### config.mk
export PLATFORM = sky130hd
export DESIGN_NAME = vga_fb_arbiter
export DESIGN_NICKNAME = d
export VERILOG_FILES = /design/src/rtl/vga_fb_arbiter.sv
export SDC_FILE = /design/constraint.sdc
export NUM_CORES = 1
export LEC_CHECK = 0
export BUFFER_PORTS_ARGS = -buffer_cell sky130_fd_sc_hd__buf_2
export CAP_MARGIN = 10
export CELL_PAD_IN_SITES_DETAIL_PLACEMENT = 1
export CELL_PAD_IN_SITES_GLOBAL_PLACEMENT = 1
export CORE_MARGIN = 8
export CORE_UTILIZATION = 41
export DETAILED_ROUTE_END_ITERATION = 10
export GPL_ROUTABILITY_DRIVEN = 1
export GPL_TIMING_DRIVEN = 0
export HOLD_SLACK_MARGIN = 0.1
export MAX_ROUTING_LAYER = met4
export PLACE_DENSITY_LB_ADDON = 0.1
export SYNTH_ARGS = -nofsm -noshare
export SYNTH_HDL_FRONTEND = slang
export SYNTH_SLANG_ARGS = --single-unit
### constraint.sdc
create_clock -name clk -period 2.48 [get_ports clk]
set_input_delay 0.372 -clock clk [delete_from_list [all_inputs] [get_ports clk]]
set_output_delay 0.372 -clock clk [all_outputs]
set_load 0.01 [all_outputs]
### src/rtl/vga_fb_arbiter.sv
// Framebuffer port arbiter: VGA scanout reads own the RAM during active video.
// Queued pixel writes drain through a small FIFO during blanking.
module vga_fb_arbiter #(
    parameter int unsigned FB_W        = 160,
    parameter int unsigned FB_H        = 120,
    parameter int unsigned SCALE_SHIFT = 2,
    parameter int unsigned ADDR_W      = 15,
    parameter int unsigned PIX_W       = 8,
    parameter int unsigned FIFO_DEPTH  = 4
) (
    input  logic                            clk,
    input  logic                            reset,
    input  logic [9:0]                      pos_x,
    input  logic [9:0]                      pos_y,
    input  logic                            video_on,
    input  logic                            wr_valid,
    output logic                            wr_ready,
    input  logic [ADDR_W-1:0]               wr_addr,
    input  logic [PIX_W-1:0]                wr_data,
    output logic [ADDR_W-1:0]               ram_addr,
    output logic                            ram_we,
    output logic [PIX_W-1:0]                ram_wdata,
    input  logic [PIX_W-1:0]                ram_rdata,
    output logic                            pix_valid,
    output logic [PIX_W-1:0]                pix_data,
    output logic [$clog2(FIFO_DEPTH):0]     fifo_level,
    output logic                            err_addr
);

    localparam int unsigned PTR_W = (FIFO_DEPTH > 1) ? $clog2(FIFO_DEPTH) : 1;
    localparam int unsigned LVL_W = $clog2(FIFO_DEPTH) + 1;
    localparam logic [ADDR_W:0]  FB_SIZE  = (ADDR_W + 1)'(FB_W * FB_H);
    localparam logic [LVL_W-1:0] FULL_LVL = LVL_W'(FIFO_DEPTH);

    logic [ADDR_W-1:0] fifo_addr [FIFO_DEPTH];
    logic [PIX_W-1:0]  fifo_data [FIFO_DEPTH];

    logic [PTR_W-1:0]  wr_ptr_q, wr_ptr_d;
    logic [PTR_W-1:0]  rd_ptr_q, rd_ptr_d;
    logic [LVL_W-1:0]  level_q, level_d;
    logic              err_q, err_d;
    logic              pix_valid_q;

    logic [ADDR_W-1:0] row, col, disp_addr;
    logic [ADDR_W-1:0] head_addr;
    logic [PIX_W-1:0]  head_data;
    logic              fifo_empty, in_range, accept, push, pop;

    // Screen to framebuffer mapping, evaluated at RAM address width.
    assign row       = ADDR_W'(pos_y >> SCALE_SHIFT);
    assign col       = ADDR_W'(pos_x >> SCALE_SHIFT);
    assign disp_addr = row * ADDR_W'(FB_W) + col;

    assign fifo_empty = (level_q == '0);
    assign head_addr  = fifo_addr[rd_ptr_q];
    assign head_data  = fifo_data[rd_ptr_q];

    assign wr_ready = ~reset & (level_q < FULL_LVL);
    assign in_range = ({1'b0, wr_addr} < FB_SIZE);
    assign accept   = wr_valid & wr_ready;
    // Out-of-range writes complete the handshake but are dropped here.
    assign push     = accept & in_range;
    assign pop      = ram_we;

    always_comb begin
        ram_addr  = disp_addr;
        ram_we    = 1'b0;
        ram_wdata = fifo_empty ? '0 : head_data;
        if (!video_on && !fifo_empty && !reset) begin
            ram_addr = head_addr;
            ram_we   = 1'b1;
        end
    end

    always_comb begin
        wr_ptr_d = wr_ptr_q;
        rd_ptr_d = rd_ptr_q;
        level_d  = level_q;
        err_d    = err_q | (accept & ~in_range);
        if (push) begin
            wr_ptr_d = wr_ptr_q + PTR_W'(1);
        end
        if (pop) begin
            rd_ptr_d = rd_ptr_q + PTR_W'(1);
        end
        unique case ({push, pop})
            2'b10:   level_d = level_q + LVL_W'(1);
            2'b01:   level_d = level_q - LVL_W'(1);
            default: level_d = level_q;
        endcase
    end

    always_ff @(posedge clk or posedge reset) begin
        if (reset) begin
            wr_ptr_q    <= '0;
            rd_ptr_q    <= '0;
            level_q     <= '0;
            err_q       <= 1'b0;
            pix_valid_q <= 1'b0;
        end else begin
            wr_ptr_q    <= wr_ptr_d;
            rd_ptr_q    <= rd_ptr_d;
            level_q     <= level_d;
            err_q       <= err_d;
            pix_valid_q <= video_on;
        end
    end

    // Storage needs no reset: occupancy alone decides which entries are live.
    always_ff @(posedge clk) begin
        if (push) begin
            fifo_addr[wr_ptr_q] <= wr_addr;
            fifo_data[wr_ptr_q] <= wr_data;
        end
    end

    assign pix_valid  = pix_valid_q;
    assign pix_data   = pix_valid_q ? ram_rdata : '0;
    assign fifo_level = level_q;
    assign err_addr   = err_q;

endmodule
---- Word level (Yosys, flattened, before mapping) ----
Memory sizes are Yosys's and may differ from the RTL's.
Cells that the tools add are included.
cells by class
  $add $sub $neg .......................... 5
  $mul .................................... 1
  $lt $le $gt $ge ......................... 2
  equality and inequality tests ........... 2
  muxes and demuxes ....................... 7
  bitwise operators ....................... 7
  reductions and logical operators ........ 7
operators with widths
  kind                                                                   count
  8-bit two-way mux                                                      2
  15-bit by 8-bit adder with 15-bit output                               1
  15-bit less-than comparator, second input constant                     1
  15-bit two-way mux                                                     1
  8-bit by 3-bit multiplier with 10-bit output, second input constant    1
  3-bit one-hot mux with 2 select lines                                  1
  2-bit by 1-bit adder with 2-bit output, second input constant          2
  1-bit bitwise AND                                                      4
  3-bit by 1-bit adder with 3-bit output, second input constant          1
  1-bit zero test                                                        3
  3-bit zero test                                                        1
  3-bit less-than comparator, second input constant                      1
  1-bit two-way mux                                                      3
  3-bit by 1-bit subtractor with 3-bit output, second input constant     1
  2-bit by 1-bit equality test with 1-bit output, second input constant  1
  2-bit equality test, second input constant                             1
  1-bit logical AND                                                      2
  1-bit NOT                                                              2
  2-bit nonzero test                                                     1
  1-bit OR                                                               1
word-level totals
  register bits after elaboration ......... 9
  bits in writable memories ............... 92
  input port bits ......................... 55
  logic and storage cells ................. 38
  memories kept ........................... 2
memories
  name       depth  width  read ports  clocked after memory_dff  wr ports  RTL line  text
  fifo_addr  4      15     1           0                         1         35        logic [ADDR_W-1:0] fifo_addr [FIFO_DEPTH];
  fifo_data  4      8      1           0                         1         36        logic [PIX_W-1:0] fifo_data [FIFO_DEPTH];

---- Longest topological paths before layout ----
  depth after elaboration ................. 7
  gate-level depth with buffers ........... 11
  depth with buffers taken out ............ 11

---- Worst setup path after synthesis ----
No wires, ideal clock.
  path kind ............................... input-to-output
  from .................................... input port pos_y[3]
  to ...................................... output port ram_addr[14]
  arrival ................................. 2.245 ns
  setup slack ............................. -0.137 ns
  stages .................................. 9
  buffers on the path ..................... 0
  path through ............................ ha_1 ha_1 inv_1 fa_1 and2b_1 o211ai_1 a311oi_2 nand4_1 a31oi_1
between the ends
  longest elaborated chain between the ends .. 3
RTL lines
  what                                          RTL line  text
  start, declared                               14        input logic [9:0] pos_y,
  8-bit by 3-bit multiplier with 10-bit output  52        assign disp_addr = row * ADDR_W'(FB_W) + col;
  15-bit by 8-bit adder with 15-bit output      52
  15-bit two-way mux                            69        if (!video_on && !fifo_empty && !reset) begin
  end, declared                                 20        output logic [ADDR_W-1:0] ram_addr,
Every way passes these cells.

---- Worst setup path in the final report ----
  from .................................... input port pos_y[5]
  to ...................................... output port ram_addr[14]
Same word-level chain as after synthesis.

==> results by stage <==
STA:
- The count of final max-slew check failures is 0.
- In the final timing run, aggregate negative setup slack is -0.687 ns.
- The final worst hold slack is 0.150 ns.
- Counting I/O delays and the setup requirement, the final critical path takes between 2 and 3 ns.
- The hold violation count in the final report is 0.
- Setup repair after global routing could not meet its margin everywhere.
- Setup violations remaining at the end of the flow were counted as 4.
- The worst slew margin relative to its limit is 0.551.
- The transition time at the pin with the least slew margin is about 0.67 ns.
- Setup slack on the critical path of the routed design comes to -0.261 ns.
- The worst setup skew after layout is 0.0118 ns.
- Based on the critical path, the design can be clocked at up to between 300 and 400 MHz.
- The final clock period utilization by the worst path is 1.11.

Route:
- For this run, design rule violations remaining after detail routing come to 0.
- The average routed wire per standard cell is 18.7 um.
- Once detail routing completed, the nets flagged for antenna violations numbered 0.
- After the first detailed-routing iteration, the DRC count stood at 169.
- The post-detailed-route via-to-cell ratio is approximately 5.1.
- Before antenna repair, the detailed router went through 4 iterations.
- The final layout contains routed wiring with a total length of 10.3 mm.
- The count of vias placed by the detailed router is 2840.

Final layout:
- Relative to the synthesized area, the layout overhead comes to 25.7%.
- The share of layout cells above drive strength 1 is 0.440.
- The final-layout fill cell count is ~1100.
- The final antenna diode count is 0.
- Measured on the finished design, the core utilization comes to 0.524.
- The net count reported at finish is about 480.
- The cell area after layout is 0.00594 mm^2.

Worst setup path:
- The critical path goes through buf_8 > ha_4 > ha_4 > inv_2 > fa_2 > and2b_2 > o2111a_1 > a311oi_2 > nand4_1 > a31oi_2 > buf_2.
- The worst endpoint required time is around 2.1 ns.
- In this run the worst setup path begins at pos_y[5].
- The startpoint identified for the worst register-to-register timing path is fifo_level[1].
- The type of element capturing the critical path is an output pin.
- The cell with the largest stage delay on the worst path is sky130_fd_sc_hd__a311oi_2.
- The endpoint of the worst register-to-register path is fifo_level[2].
- By instance count, the cell type seen most on the critical path is sky130_fd_sc_hd__ha_4.
- The arrival time at the worst endpoint is between 2 and 2.5 ns.
- The startpoint type of the worst setup path is a primary input.
- The kind of critical path is primary input to output pin.
- For flop-to-flop paths, the worst setup slack is around 0.15 ns.
- The maximum fanout count along the critical path is 3.
- The stage delay of the slowest cell on the critical path is 0.29 ns.
- Counting cells, the worst reg-to-reg path comes to 11.

Run:
- Across the run, the number of max-cap violations was 0.

Pwr:
- The overall power after layout is 0.00539 W.
- The worst IR drop on VDD is 0.465 mV.
- The power density over the cells is just over 900 mW/mm^2.
- The static leakage power is 2.24 nW.

Synth:
- The most area-hungry cell type in the Yosys netlist is sky130_fd_sc_hd__edfxtp_1.
- Counting every instance in the synthesized netlist gives 297.
- The number of nets handed over by synthesis was 375.
- The netlist uses 48 different library cells.
- The share of synthesized area in the top cell type comes to 0.585.
- The sequential share of the synthesized area is 0.633.
- During synthesis, Yosys emitted a total of 0 warnings.
- Counting flops and latches in the post-synthesis netlist gives 101.
- The cell area that synthesis handed to floorplanning was 0.00472 mm^2.
- Each instance of the synthesized netlist takes up on average 15.9 um^2.
- In the post-synthesis netlist, the biggest area contributors are sky130_fd_sc_hd__edfxtp_1, sky130_fd_sc_hd__mux4_2, sky130_fd_sc_hd__ha_1.

Hold path:
- The source of the worst hold timing path is video_on.
- Counting instances, the worst hold path has a depth of 1.
- The worst hold path belongs to the class primary input to flip-flop.
- For hold timing, the worst endpoint is pix_valid.

Floorplanning:
- The die footprint is 0.0152 mm^2.
- The horizontal extent of the die is about 120 um.
- The height of the chip is 123 um.
- The initialized floorplan defines 39 standard-cell rows.
- The top-level I/O count is 93.
- The initial core utilization is 0.417.
- The core region is 0.0113 mm^2.

Global route:
- The first-pass GRT wire length is 16.0 mm.
- The total routing usage reported by global routing is 0.145.
- The global-route track usage on met1 is 0.171.
- The overall overflow remaining after global route is 0.
- The via count of the first global-routing pass was 3041.
- The number of antenna violations at the first check in global routing is 0.
- In the global route stage, met2 resource usage came out at 0.244.
- The peak-usage layer in the global routing report is met2.
- The fraction of met3 tracks used by global routing is 0.0260.
- Entering global routing, the biggest net connects 24 pins.

Clock tree:
- The TritonCTS clock tree is built.
- In this run the deepest clock path goes through 2 buffers.
- In this run the number of H-tree levels came out at 3.
- After clock tree synthesis, the clock-pin slew on the worst setup and hold paths is 0.07 ns.
- The clock root buffer is sky130_fd_sc_hd__clkbuf_16.
- The number of buffers created by CTS is 9.
- The number of sinks on the clock net is just over 100.
- Clock latency on the worst-skew pair, taken at its later pin, is 0.34 ns.

Placement:
- After legalization and detailed placement, the total HPWL measured 7.61 mm.
- The total placed instance area is 0.00540 mm^2.
- The count of buffers added on input and output ports is 88.
- At the end of routability-driven placement, the weighted congestion stood at 0.711.

Run status:
- The final reports fail on negative setup slack.
- The run finished, with violations left.
[routing by layer]
layer,up-vias,routed length [um]
li1,1332,-
met1,1431,4350
met2,66,5300
met3,11,496
met4,0,153
met5,-,0
[report_power, final]
group          internal, W  switching [W]  leakage, nW
Clock             0.000900       0.000629        0.156
Combinational     0.000874       0.000902         1.16
Sequential         0.00201      0.0000786        0.930
[metrics by stage]
stage / std cells / setup slack [ns]
floorplan: 297 / 0.00516
global placement: 528 / -0.407
detailed placement: 530 / -0.416
CTS: 551 / -0.339
global route: 552 / -0.352
finish: 552 / -0.261
[registers in the layout (all words and copies together), names as in the netlist]
register / flops
err_addr: 1
fifo_level: 3
fifo_data: 32
pix_valid: 1
fifo_addr: 60
wr_ptr_q: 2
rd_ptr_q: 2
[kinds of logic after synthesis]
group / synth area share
DFF: 0.633
muxes: 0.114
adders and majority gates: 0.0657
xor gates and xnor gates: 0.0260
buffers and inverters: 0.0228
AOI/OAI and AO/OA: 0.0419
and+or+nand+nor: 0.0967
[worst max-delay path by stage]
stage          cells past startpoint  slack [ns]         endpoint
3_5_place_dp                       9       -0.42     ram_addr[14]
2_1_floorplan                      9       0.005     ram_addr[14]
3_3_place_gp                       6       -0.41  fifo_addr[0][4]
4_1_cts                           11       -0.34     ram_addr[14]
6_report                          11       -0.26     ram_addr[14]
5_1_grt                           11       -0.35     ram_addr[14]
[synth_stat cells (all sizes together)]
cell type	n
nor2	15
and2	12
a31oi	2
a21oi	6
o211ai	3
nor3	2
o31ai	1
o21ai	7
or3	1
and3b	1
fa	3
and2b	2
xor2	7
a311oi	1
xnor2	7
edfxtp	92
o2111a	1
mux2	1
inv	14
nand2	27
ha	20
o21ba	1
dfrtp	9
mux4	23
a31o	1
nand4bb	1
clkbuf	2
or2	2
nand4	1
mux2i	1
nor2b	12
o41ai	1
o21bai	1
a2bb2oi	1
nor4b	2
or3b	1
nand2b	3
nand4b	1
a211oi	1
buf	8
[layout make-up]
class | count | area (um^2) | area share
Buffer | 9 | 68.8 | 0.0116
Inverter | 14 | 55.1 | 0.00927
Clock inverter | 7 | 106 | 0.0179
Tap cell | 143 | 179 | 0.0301
Multi-Input combinational cell | 172 | 1760 | 0.297
Clock buffer | 9 | 225 | 0.0379
Timing Repair Buffer | 97 | 549 | 0.0925
Sequential cell | 101 | 2990 | 0.504
[placed cells by master (no fill, tap or decap), types with 2 or more instances in the layout]
master,n
sky130_fd_sc_hd__ha_2,4
sky130_fd_sc_hd__inv_2,2
sky130_fd_sc_hd__inv_1,11
sky130_fd_sc_hd__ha_1,11
sky130_fd_sc_hd__xnor2_1,6
sky130_fd_sc_hd__xor2_1,7
sky130_fd_sc_hd__inv_8,2
sky130_fd_sc_hd__a21oi_1,6
sky130_fd_sc_hd__o21ai_1,4
sky130_fd_sc_hd__o211ai_1,3
sky130_fd_sc_hd__fa_1,2
sky130_fd_sc_hd__buf_6,2
sky130_fd_sc_hd__nor2b_1,12
sky130_fd_sc_hd__dfrtp_2,2
sky130_fd_sc_hd__nand2_1,27
sky130_fd_sc_hd__ha_4,5
sky130_fd_sc_hd__buf_4,7
sky130_fd_sc_hd__nand2b_1,3
sky130_fd_sc_hd__dfrtp_1,7
sky130_fd_sc_hd__buf_8,5
sky130_fd_sc_hd__clkinvlp_4,2
sky130_fd_sc_hd__clkbuf_16,9
sky130_fd_sc_hd__nor2_1,14
sky130_fd_sc_hd__mux4_2,23
sky130_fd_sc_hd__bufinv_16,2
sky130_fd_sc_hd__and2_1,9
sky130_fd_sc_hd__o21ai_2,3
sky130_fd_sc_hd__buf_2,89
sky130_fd_sc_hd__and2_2,3
sky130_fd_sc_hd__edfxtp_1,92
[critical path: cells and delay by family]
kind / cells / cell delay, ns
AND/OR/NAND/NOR: 2 / 0.38
buffers and inverters: 3 / 0.31
adder cells (fa/ha/maj): 3 / 0.58
AO/OA/AOI/OAI: 3 / 0.73
[what timing repair did]
item	in CTS	in global routing
hold buffers	1	0
setup endpoints to repair	64	20
pin swaps	12	7
hold endpoints to repair	9	0
gates resized for setup	22	16
buffers inserted	5	1
No activity file was read; power rests on OpenSTA's default activity.
